File: config.mk
export PLATFORM = sky130hd
export DESIGN_NAME = fibonacci_seq_gen
export DESIGN_NICKNAME = d
export VERILOG_FILES = /design/src/rtl/fibonacci_pkg.sv /design/src/rtl/fibonacci_seq_gen_core.sv /design/src/rtl/fibonacci_seq_gen.sv
export SDC_FILE = /design/constraint.sdc
export NUM_CORES = 1
export LEC_CHECK = 0
export ABC_AREA = 1
export BUFFER_PORTS_ARGS = -buffer_cell sky130_fd_sc_hd__buf_4
export CAP_MARGIN = 0
export CORE_UTILIZATION = 63
export DETAILED_ROUTE_END_ITERATION = 16
export PLACE_DENSITY = 0.86
export SETUP_SLACK_MARGIN = 0.2
export SYNTH_ARGS = -nofsm -noshare
export SYNTH_HDL_FRONTEND = slang
export SYNTH_SLANG_ARGS = --single-unit
File: constraint.sdc
create_clock -name clk -period 3.7 [get_ports clk]
set_input_delay 0.185 -clock clk [delete_from_list [all_inputs] [get_ports clk]]
set_output_delay 0.185 -clock clk [all_outputs]
set_load 0.05 [all_outputs]
File: src/rtl/fibonacci_pkg.sv
// Shared types and constants for the Fibonacci sequence generator.
// Holds the FSM state encoding, the sequence seeds and a max-index helper.
package fibonacci_pkg;

   typedef enum logic [1:0] {
      ST_IDLE   = 2'd0,
      ST_STREAM = 2'd1,
      ST_CALC   = 2'd2
   } fib_state_e;

   localparam int unsigned SEED_A = 32'd0;
   localparam int unsigned SEED_B = 32'd1;

   // Largest index whose Fibonacci term still fits in 'width' unsigned bits.
   function automatic int max_fib_idx(input int width);
      longint unsigned fa;
      longint unsigned fb;
      longint unsigned ft;
      longint unsigned lim;
      int              res;
      fa  = 64'd0;
      fb  = 64'd1;
      lim = 64'd1 << width;
      res = 0;
      for (int k = 0; k < 96; k++) begin
         if (fb < lim) begin
            ft  = fa + fb;
            fa  = fb;
            fb  = ft;
            res = res + 32'sd1;
         end else begin
            res = res;
         end
      end
      return res;
   endfunction

endpackage

File: src/rtl/fibonacci_seq_gen_core.sv
// Term datapath: a = F(idx), b = F(idx+1) with one extra bit marking overflow.
// Controlled by clear and advance strobes; holds when neither is asserted.
module fibonacci_core
   import fibonacci_pkg::*;
#(
   parameter int WIDTH = 12,
   parameter int IDX_W = 6
) (
   input  logic             clk,
   input  logic             rst,
   input  logic             clr,
   input  logic             adv,
   output logic [WIDTH-1:0] a,
   output logic [IDX_W-1:0] idx,
   output logic             ovf_pend
);

   logic [WIDTH-1:0] a_q, a_d;
   logic [WIDTH:0]   b_q, b_d;
   logic [IDX_W-1:0] idx_q, idx_d;

   // Next-term computation; the sum keeps its carry so overflow is never lost.
   always_comb begin
      a_d   = a_q;
      b_d   = b_q;
      idx_d = idx_q;
      if (clr) begin
         a_d   = WIDTH'(SEED_A);
         b_d   = (WIDTH+1)'(SEED_B);
         idx_d = IDX_W'(0);
      end else if (adv) begin
         a_d   = b_q[WIDTH-1:0];
         b_d   = {1'b0, a_q} + {1'b0, b_q[WIDTH-1:0]};
         idx_d = idx_q + IDX_W'(1);
      end else begin
         a_d   = a_q;
      end
   end

   // Term registers.
   always_ff @(posedge clk or posedge rst) begin
      if (rst) begin
         a_q   <= WIDTH'(SEED_A);
         b_q   <= (WIDTH+1)'(SEED_B);
         idx_q <= IDX_W'(0);
      end else begin
         a_q   <= a_d;
         b_q   <= b_d;
         idx_q <= idx_d;
      end
   end

   assign a        = a_q;
   assign idx      = idx_q;
   assign ovf_pend = b_q[WIDTH];

endmodule

File: src/rtl/fibonacci_seq_gen.sv
// Fibonacci generator top: stream / Nth-term FSM with start-busy-done handshake,
// sticky overflow flag and wrap-or-saturate policy around the term datapath.
module fibonacci_seq_gen
   import fibonacci_pkg::*;
#(
   parameter int WIDTH = 12,
   parameter int IDX_W = 6,
   parameter bit WRAP  = 1'b1
) (
   input  logic             clk,
   input  logic             rst,
   input  logic             enb,
   input  logic             mode,
   input  logic             start,
   input  logic [IDX_W-1:0] n,
   output logic [WIDTH-1:0] fibout,
   output logic [IDX_W-1:0] idx,
   output logic             valid,
   output logic             busy,
   output logic             done,
   output logic             ovf
);

   fib_state_e       state_q, state_d;
   logic [IDX_W-1:0] n_lat_q, n_lat_d;
   logic             ovf_q, ovf_d;
   logic             valid_q, valid_d;
   logic             done_q, done_d;
   logic             busy_q, busy_d;
   logic             core_clr_s, core_adv_s, ovf_pend_s;

   fibonacci_core #(.WIDTH(WIDTH), .IDX_W(IDX_W)) u_core (
      .clk      (clk),
      .rst      (rst),
      .clr      (core_clr_s),
      .adv      (core_adv_s),
      .a        (fibout),
      .idx      (idx),
      .ovf_pend (ovf_pend_s)
   );

   // Next-state and control; a taken start always wins over an overflow event.
   always_comb begin
      state_d    = state_q;
      n_lat_d    = n_lat_q;
      ovf_d      = ovf_q;
      valid_d    = 1'b0;
      done_d     = 1'b0;
      core_clr_s = 1'b0;
      core_adv_s = 1'b0;
      case (state_q)
         ST_IDLE, ST_STREAM: begin
            if (start && mode) begin
               n_lat_d    = n;
               core_clr_s = 1'b1;
               ovf_d      = 1'b0;
               state_d    = ST_CALC;
            end else if (!mode && (start || (enb && state_q == ST_IDLE))) begin
               core_clr_s = 1'b1;
               ovf_d      = 1'b0;
               valid_d    = 1'b1;
               state_d    = ST_STREAM;
            end else if (enb && state_q == ST_STREAM) begin
               if (ovf_pend_s) begin
                  ovf_d = 1'b1;
                  if (WRAP) begin
                     core_clr_s = 1'b1;
                     valid_d    = 1'b1;
                  end else begin
                     valid_d    = 1'b0;
                  end
               end else begin
                  core_adv_s = 1'b1;
                  valid_d    = 1'b1;
               end
            end else begin
               state_d = state_q;
            end
         end
         ST_CALC: begin
            if (enb) begin
               if (idx == n_lat_q) begin
                  done_d  = 1'b1;
                  state_d = ST_IDLE;
               end else if (ovf_pend_s) begin
                  ovf_d   = 1'b1;
                  done_d  = 1'b1;
                  state_d = ST_IDLE;
               end else begin
                  core_adv_s = 1'b1;
               end
            end else begin
               state_d = ST_CALC;
            end
         end
         default: begin
            state_d = ST_IDLE;
         end
      endcase
      busy_d = (state_d == ST_CALC);
   end

   // Control and handshake registers.
   always_ff @(posedge clk or posedge rst) begin
      if (rst) begin
         state_q <= ST_IDLE;
         n_lat_q <= IDX_W'(0);
         ovf_q   <= 1'b0;
         valid_q <= 1'b0;
         done_q  <= 1'b0;
         busy_q  <= 1'b0;
      end else begin
         state_q <= state_d;
         n_lat_q <= n_lat_d;
         ovf_q   <= ovf_d;
         valid_q <= valid_d;
         done_q  <= done_d;
         busy_q  <= busy_d;
      end
   end

   assign valid = valid_q;
   assign busy  = busy_q;
   assign done  = done_q;
   assign ovf   = ovf_q;

endmodule

==> results of run 1 <==
## power by group through the flow
stage          registers, W  logic (W)  clock network (W)
6_report           0.000631   0.000578           0.000327
3_5_place_dp       0.000638   0.000574                  0
4_1_cts            0.000630   0.000576           0.000331
3_3_place_gp       0.000633   0.000557                  0
5_1_grt            0.000644   0.000643           0.000345
2_1_floorplan      0.000715   0.000364                  0
## stage by stage
stage / cells / total power (W) / cell area, sq um / hold WS (ps)
global placement: 443 / 0.00119 / 2930 / 346
CTS: 451 / 0.00154 / 3030 / 30.1
floorplan: 371 / 0.00108 / 2680 / 322
finish: 451 / 0.00154 / 3030 / 4.41
global route: 451 / 0.00163 / 3030 / 75.6
detailed placement: 443 / 0.00121 / 2930 / 353
## Yosys cell counts, drive strengths merged
cell | number | area, sq um
nand4 | 33 | 206
o21bai | 1 | 7.51
nand2 | 142 | 533
xnor2 | 4 | 35.0
inv | 44 | 165
or2 | 1 | 6.26
buf | 10 | 56.3
a31oi | 1 | 12.5
o21ai | 3 | 15.0
dfstp | 1 | 26.3
nor3 | 3 | 20.0
nand3b | 1 | 7.51
nand3 | 18 | 90.1
fa | 1 | 20.0
ha | 13 | 163
xor2 | 7 | 61.3
nor2 | 27 | 109
clkbuf | 3 | 11.3
dfrtp | 42 | 1050
a21oi | 16 | 80.1
## metal layers
metal  routed length, um  vias up  GRT usage (%)
li1                    -     1248              -
met1                2670     1113           34.4
met2                2920       73           47.6
met3                 275        6           4.73
met4                  67        0           10.1
met5                   0        -              0
## path summary, 6_finish.rpt
path                       slack (ps)                      start  depth (start not counted)                         to
setup / recovery                 1250  u_core.idx[2]$_DFFE_PP0P_                         10  u_core.b_q[8]$_DFFE_PP0P_
hold / removal                      4                        rst                          3            valid$_DFF_PP0_
setup reg to reg                 1250  u_core.idx[2]$_DFFE_PP0P_                         10  u_core.b_q[8]$_DFFE_PP0P_
hold reg to reg                   510  u_core.b_q[0]$_DFFE_PP1P_                          2  u_core.b_q[0]$_DFFE_PP1P_
max in group asynchronous        3300                        rst                          3            ovf$_DFFE_PP0P_
min in group clk                  140                       n[1]                          3     n_lat_q[1]$_DFFE_PP0P_
## sequential cells by signal, summed over array words and instances (netlist names)
| signal | flops |
|---|---|
| done | 1 |
| n_lat_q | 6 |
| valid | 1 |
| state_q | 2 |
| u_core.idx | 6 |
| ovf | 1 |
| busy | 1 |
| u_core.a | 12 |
| u_core.b_q | 13 |
## worst max-delay path: stages, from the launching register on
cell	delay [ps]
dfrtp_1	470
inv_1	80
nand2_1	80
nand2_1	60
nor2_1	110
nand3_1	140
nand3_1	100
buf_4	320
nand2_1	640
nand2_1	270
nand2_1	70
## placed cells by master (no fill, tap or decap), types with 13 or more instances in the layout
| cell | netlist | final |
|---|---|---|
| ha_1 | 13 | 13 |
| nand2_1 | 142 | 142 |
| buf_4 | 3 | 35 |
| dfrtp_1 | 42 | 42 |
| a21oi_1 | 16 | 16 |
| nor2_1 | 26 | 26 |
| nand4_1 | 33 | 33 |
| nand3_1 | 18 | 18 |
| inv_1 | 41 | 40 |
## cell type report
cell class	instances	area, sq um	area share [%]
tap	50	62.6	2.06
sequential	43	1080	35.5
clock buffer	8	100	3.30
timing repair buffer	35	263	8.66
multi-input combinational	271	1370	45.0
inverter	44	165	5.44
## cell families (layout without fill, tap and decap cells)
logic type	Yosys count	count (layout)	share of synthesized area, %
adder cells (fa/ha/maj)	14	14	6.83
buffers and inverters	57	87	8.70
flip-flops	43	43	40.3
XOR/XNOR	11	11	3.60
AND/OR/NAND/NOR	225	225	36.3
AO/OA/AOI/OAI	21	21	4.30
==> out/metrics.cfg, run 1 <==
[outcome]
outcome = completed

[setup_path]
worstPathArrival_ps = 2630
critPathMaxFanout = 32
start_kind = flop
crit_path_end_kind = flop
required_ps = 3880
path_class = flop to flop

[power]
seq_power_share_pct = 41.1
pwr-share-clk_pct = 21.3
ir_worst_vdd_uv = 321
p_leak_nw = 1.76
power_frac_comb_pct = 37.6
power_switching_w = 0.000642
power_density_mw_per_mm2 = 506
switching_share_pct = 41.8
internal_power_w = 0.000894

[clock_tree]
cts_sinks = 43
cts_buffers = 5
postCtsHoldBufs = 0
clk_pin_slew_ps = 80
clockRootBuffer = clkbuf_8
clock_latency_ps = 300
cts_tree = yes
clk_path_buf_depth = 2
cts.htree.levels = 2
post_cts_buffers = 0
postCtsResizedCells = 0

[sta]
finalCriticalPeriod_ps = 2450
setup_tns_ps = 0
slew_violations = 0
clock.fmax_ghz = 0.408
fin_crit_sh_pct = 66.3
setup_viol = 0
setup_slack_ps = 1250
finalHoldViolations = 0
slew_headroom_pct = 31.6
rsz0062_at_grt = no
fin_worst_skew_ps = 9.06
worst_pin_slew_ps = 1020

[final_layout]
synthToLayoutAreaGrowth_pct = 13.4
fillers = 318
diodes = 0
drive_gt1_share_pct = 12.5
nNetsFinal = 425
fin_util_pct = 75.3

[die]
chipWidth_um = 67.2
core_area_sq_mm = 0.00403
die-area_sq_mm = 0.00451
ios = 33
start_util_pct = 66.4
die_h_um = 67.2
rows = 23

[drt]
detail_route.wl_per_cell_um = 13.2
drt-total-wl_um = 5940
drc = 0
viasPerCell = 5.41
drtPass1Iterations = 4
vias = 2440
drtIter0Drc = 201
ant_nets = 0

[yosys]
synth_cell_types = 25
synth.avg_cell_area_sq_um = 7.21
yosysSeqAreaShare_pct = 40.3
syn_inst = 371
synth-seq-cells = 43
syn-num-nets = 396
yosysWarningCount = 0
synthesis.area_sq_mm = 0.00268

[flow_run]
maxCapViolCount = 0

[global_routing]
grt_usage_pct = 27.6
grt_overflow = 0
antenna_found_initial = 0
grt_pass1_vias = 2175
grt_max_degree = 44
grt_pass1_wl_um = 9390

[place]
dp_slack_ps = 1240
port_buffers = 32
hpwl_um = 4210
routabilityCongestion = 0.885

[hold_path]
worstHoldPathType = primary input to async pin

Power figures use the tool's default switching activity.
==> run 2, diff against run 1 <==
--- a/config.mk
+++ b/config.mk
@@ -8,9 +8,9 @@
 export ABC_AREA = 1
 export BUFFER_PORTS_ARGS = -buffer_cell sky130_fd_sc_hd__buf_4
 export CAP_MARGIN = 0
-export CORE_UTILIZATION = 63
+export CORE_UTILIZATION = 58
 export DETAILED_ROUTE_END_ITERATION = 16
-export PLACE_DENSITY = 0.86
+export PLACE_DENSITY = 0.8
 export SETUP_SLACK_MARGIN = 0.2
 export SYNTH_ARGS = -nofsm -noshare
 export SYNTH_HDL_FRONTEND = slang
==> constraint.sdc (replaced) <==
create_clock -name clk -period 2.3 [get_ports clk]
set_input_delay 0.115 -clock clk [delete_from_list [all_inputs] [get_ports clk]]
set_output_delay 0.115 -clock clk [all_outputs]
set_load 0.05 [all_outputs]
==> out/metrics.cfg, run 2 (synthesis gave the netlist of run 1 again) <==
[outcome]
outcome = completed

[setup_path]
start_kind = flop
crit_path_end_kind = flop
slowest_delay_ps = 550
required_ps = 2540
critPathMaxFanout = 3
worstPathArrival_ps = 2200
crit_chain = ha_1 > inv_1 > fa_1 > nor2_2 > nor2_1 > o21ai_2 > xor2_1 > nand2_1 > nand2_1
crit_path_top_delay_cell = dfstp_2
critPathBufInv = 1
cp_common_cell = nand2_1
path_delay_family = adder cells
path_class = flop to flop

[final_layout]
largest_register = u_core.b_q
final_cell_mix = 142 x nand2_1, 42 x dfrtp_1, 40 x inv_1, 40 x buf_4, 33 x nand4_1
largest_reg_flops = 13
diodes = 0
synthToLayoutAreaGrowth_pct = 16.7
drive_gt1_share_pct = 14.0
fin_util_pct = 71.2
nNetsFinal = 431
final_area_sq_mm = 0.00312
final_common_cell = nand2_1

[power]
power_density_mw_per_mm2 = 854
switching_share_pct = 39.2
power_frac_comb_pct = 35.7
seq_power_share_pct = 37.9
p_leak_nw = 1.81
ir_worst_vdd_uv = 538
pwr-share-clk_pct = 26.4
power_switching_w = 0.00104
internal_power_w = 0.00162

[die]
start_util_pct = 61.0
chipWidth_um = 69.9
die-area_sq_mm = 0.00489
ios = 33
core_area_sq_mm = 0.00438
rows = 24
die_h_um = 69.9

[clock_tree]
cts_tree = yes
cts.htree.levels = 2
post_cts_buffers = 0
clockRootBuffer = clkbuf_8
clock_latency_ps = 300
clk_path_buf_depth = 2
clk_pin_slew_ps = 90
cts_buffers = 5
cts_sinks = 43

[sta]
finalHoldViolations = 0
whs_ps = 52.9
worst_pin_slew_ps = 584
rsz0062_at_grt = no
clock.fmax_ghz = 0.511
setup_tns_ps = 0
setup_viol = 0
fin_crit_sh_pct = 85.1
slew_violations = 0
slew_headroom_pct = 60.8
fin_worst_skew_ps = 7.29
finalCriticalPeriod_ps = 1960

[drt]
ant_nets = 0
drtIter0Drc = 124
drc = 0
vias = 2464
drtPass1Iterations = 4
detail_route.wl_per_cell_um = 12.5
drt-total-wl_um = 5750
viasPerCell = 5.37

[hold_path]
worstHoldPathType = primary input to flop

[global_routing]
antenna_found_initial = 0
grt_pass1_vias = 2311
grt_usage_pct = 26.2
grt_pass1_wl_um = 10400
grt_overflow = 0
grt_max_degree = 34

[place]
placed_area_sq_mm = 0.00297
hpwl_um = 4150
port_buffers = 32
routabilityCongestion = 0.943

[flow_run]
maxCapViolCount = 0

[run 2: worst paths after layout]
path                                           startpoint                        end  slack, ps  depth (start not counted)
max in group asynchronous                             rst             busy$_DFF_PP0_       1350                          4
min in group asynchronous                             rst  u_core.b_q[8]$_DFFE_PP0P_        360                          3
worst max register to register  u_core.b_q[0]$_DFFE_PP1P_  u_core.b_q[6]$_DFFE_PP0P_        340                          9
worst min register to register  u_core.b_q[0]$_DFFE_PP1P_    u_core.a[0]$_DFFE_PP0P_        510                          2
worst min-delay path                                 n[4]     n_lat_q[4]$_DFFE_PP0P_         50                          3
worst max-delay path            u_core.b_q[0]$_DFFE_PP1P_  u_core.b_q[6]$_DFFE_PP0P_        340                          9
[run 2: cell type report]
type,instances,area [sq um]
clock buffer,6,72.6
tap,52,65.1
sequential,43,1080
multi-input combinational,271,1370
clock inverter,2,60.1
fill,386,1260
timing repair buffer,41,310
inverter,44,165
[run 2: routing by layer]
layer  track usage, %  up-vias  routed length (um)
li1                 -     1257                   -
met1             35.4     1140                2710
met2             42.8       58                2690
met3             4.76        9                 248
met4             8.44        0                  98
met5                0        -                   0
[run 2: worst register-to-register path, stage by stage, from the launching register on]
cell     delay [ps]
dfstp_2         550
ha_1            190
inv_1            60
fa_1            420
nor2_2          150
nor2_1           80
o21ai_2         140
xor2_1          180
nand2_1          70
nand2_1          60
[run 2: through the flow]
step | cells | power (W) | worst slack, ps
finish | 459 | 0.00267 | 344
global route | 459 | 0.00285 | 217
CTS | 459 | 0.00268 | 246
detailed placement | 450 | 0.00198 | 336
global placement | 450 | 0.00195 | 396
floorplan | 371 | 0.00174 | 267
[run 2: power by group through the flow]
stage                     registers [W]  clock network, W  logic, W
after floorplan                 0.00115                 0  0.000585
after global placement          0.00102                 0  0.000934
after detailed placement        0.00102                 0  0.000956
after CTS                       0.00101          0.000715  0.000957
after global routing            0.00103          0.000735   0.00108
final                           0.00101          0.000705  0.000951
[run 2: repair_timing]
action | 4_1_cts | 5_1_grt
hold buffers | 1 | 0
resized for setup | 0 | 3
endpoints found under the hold margin | 13 | 0
setup endpoints to repair | 0 | 1
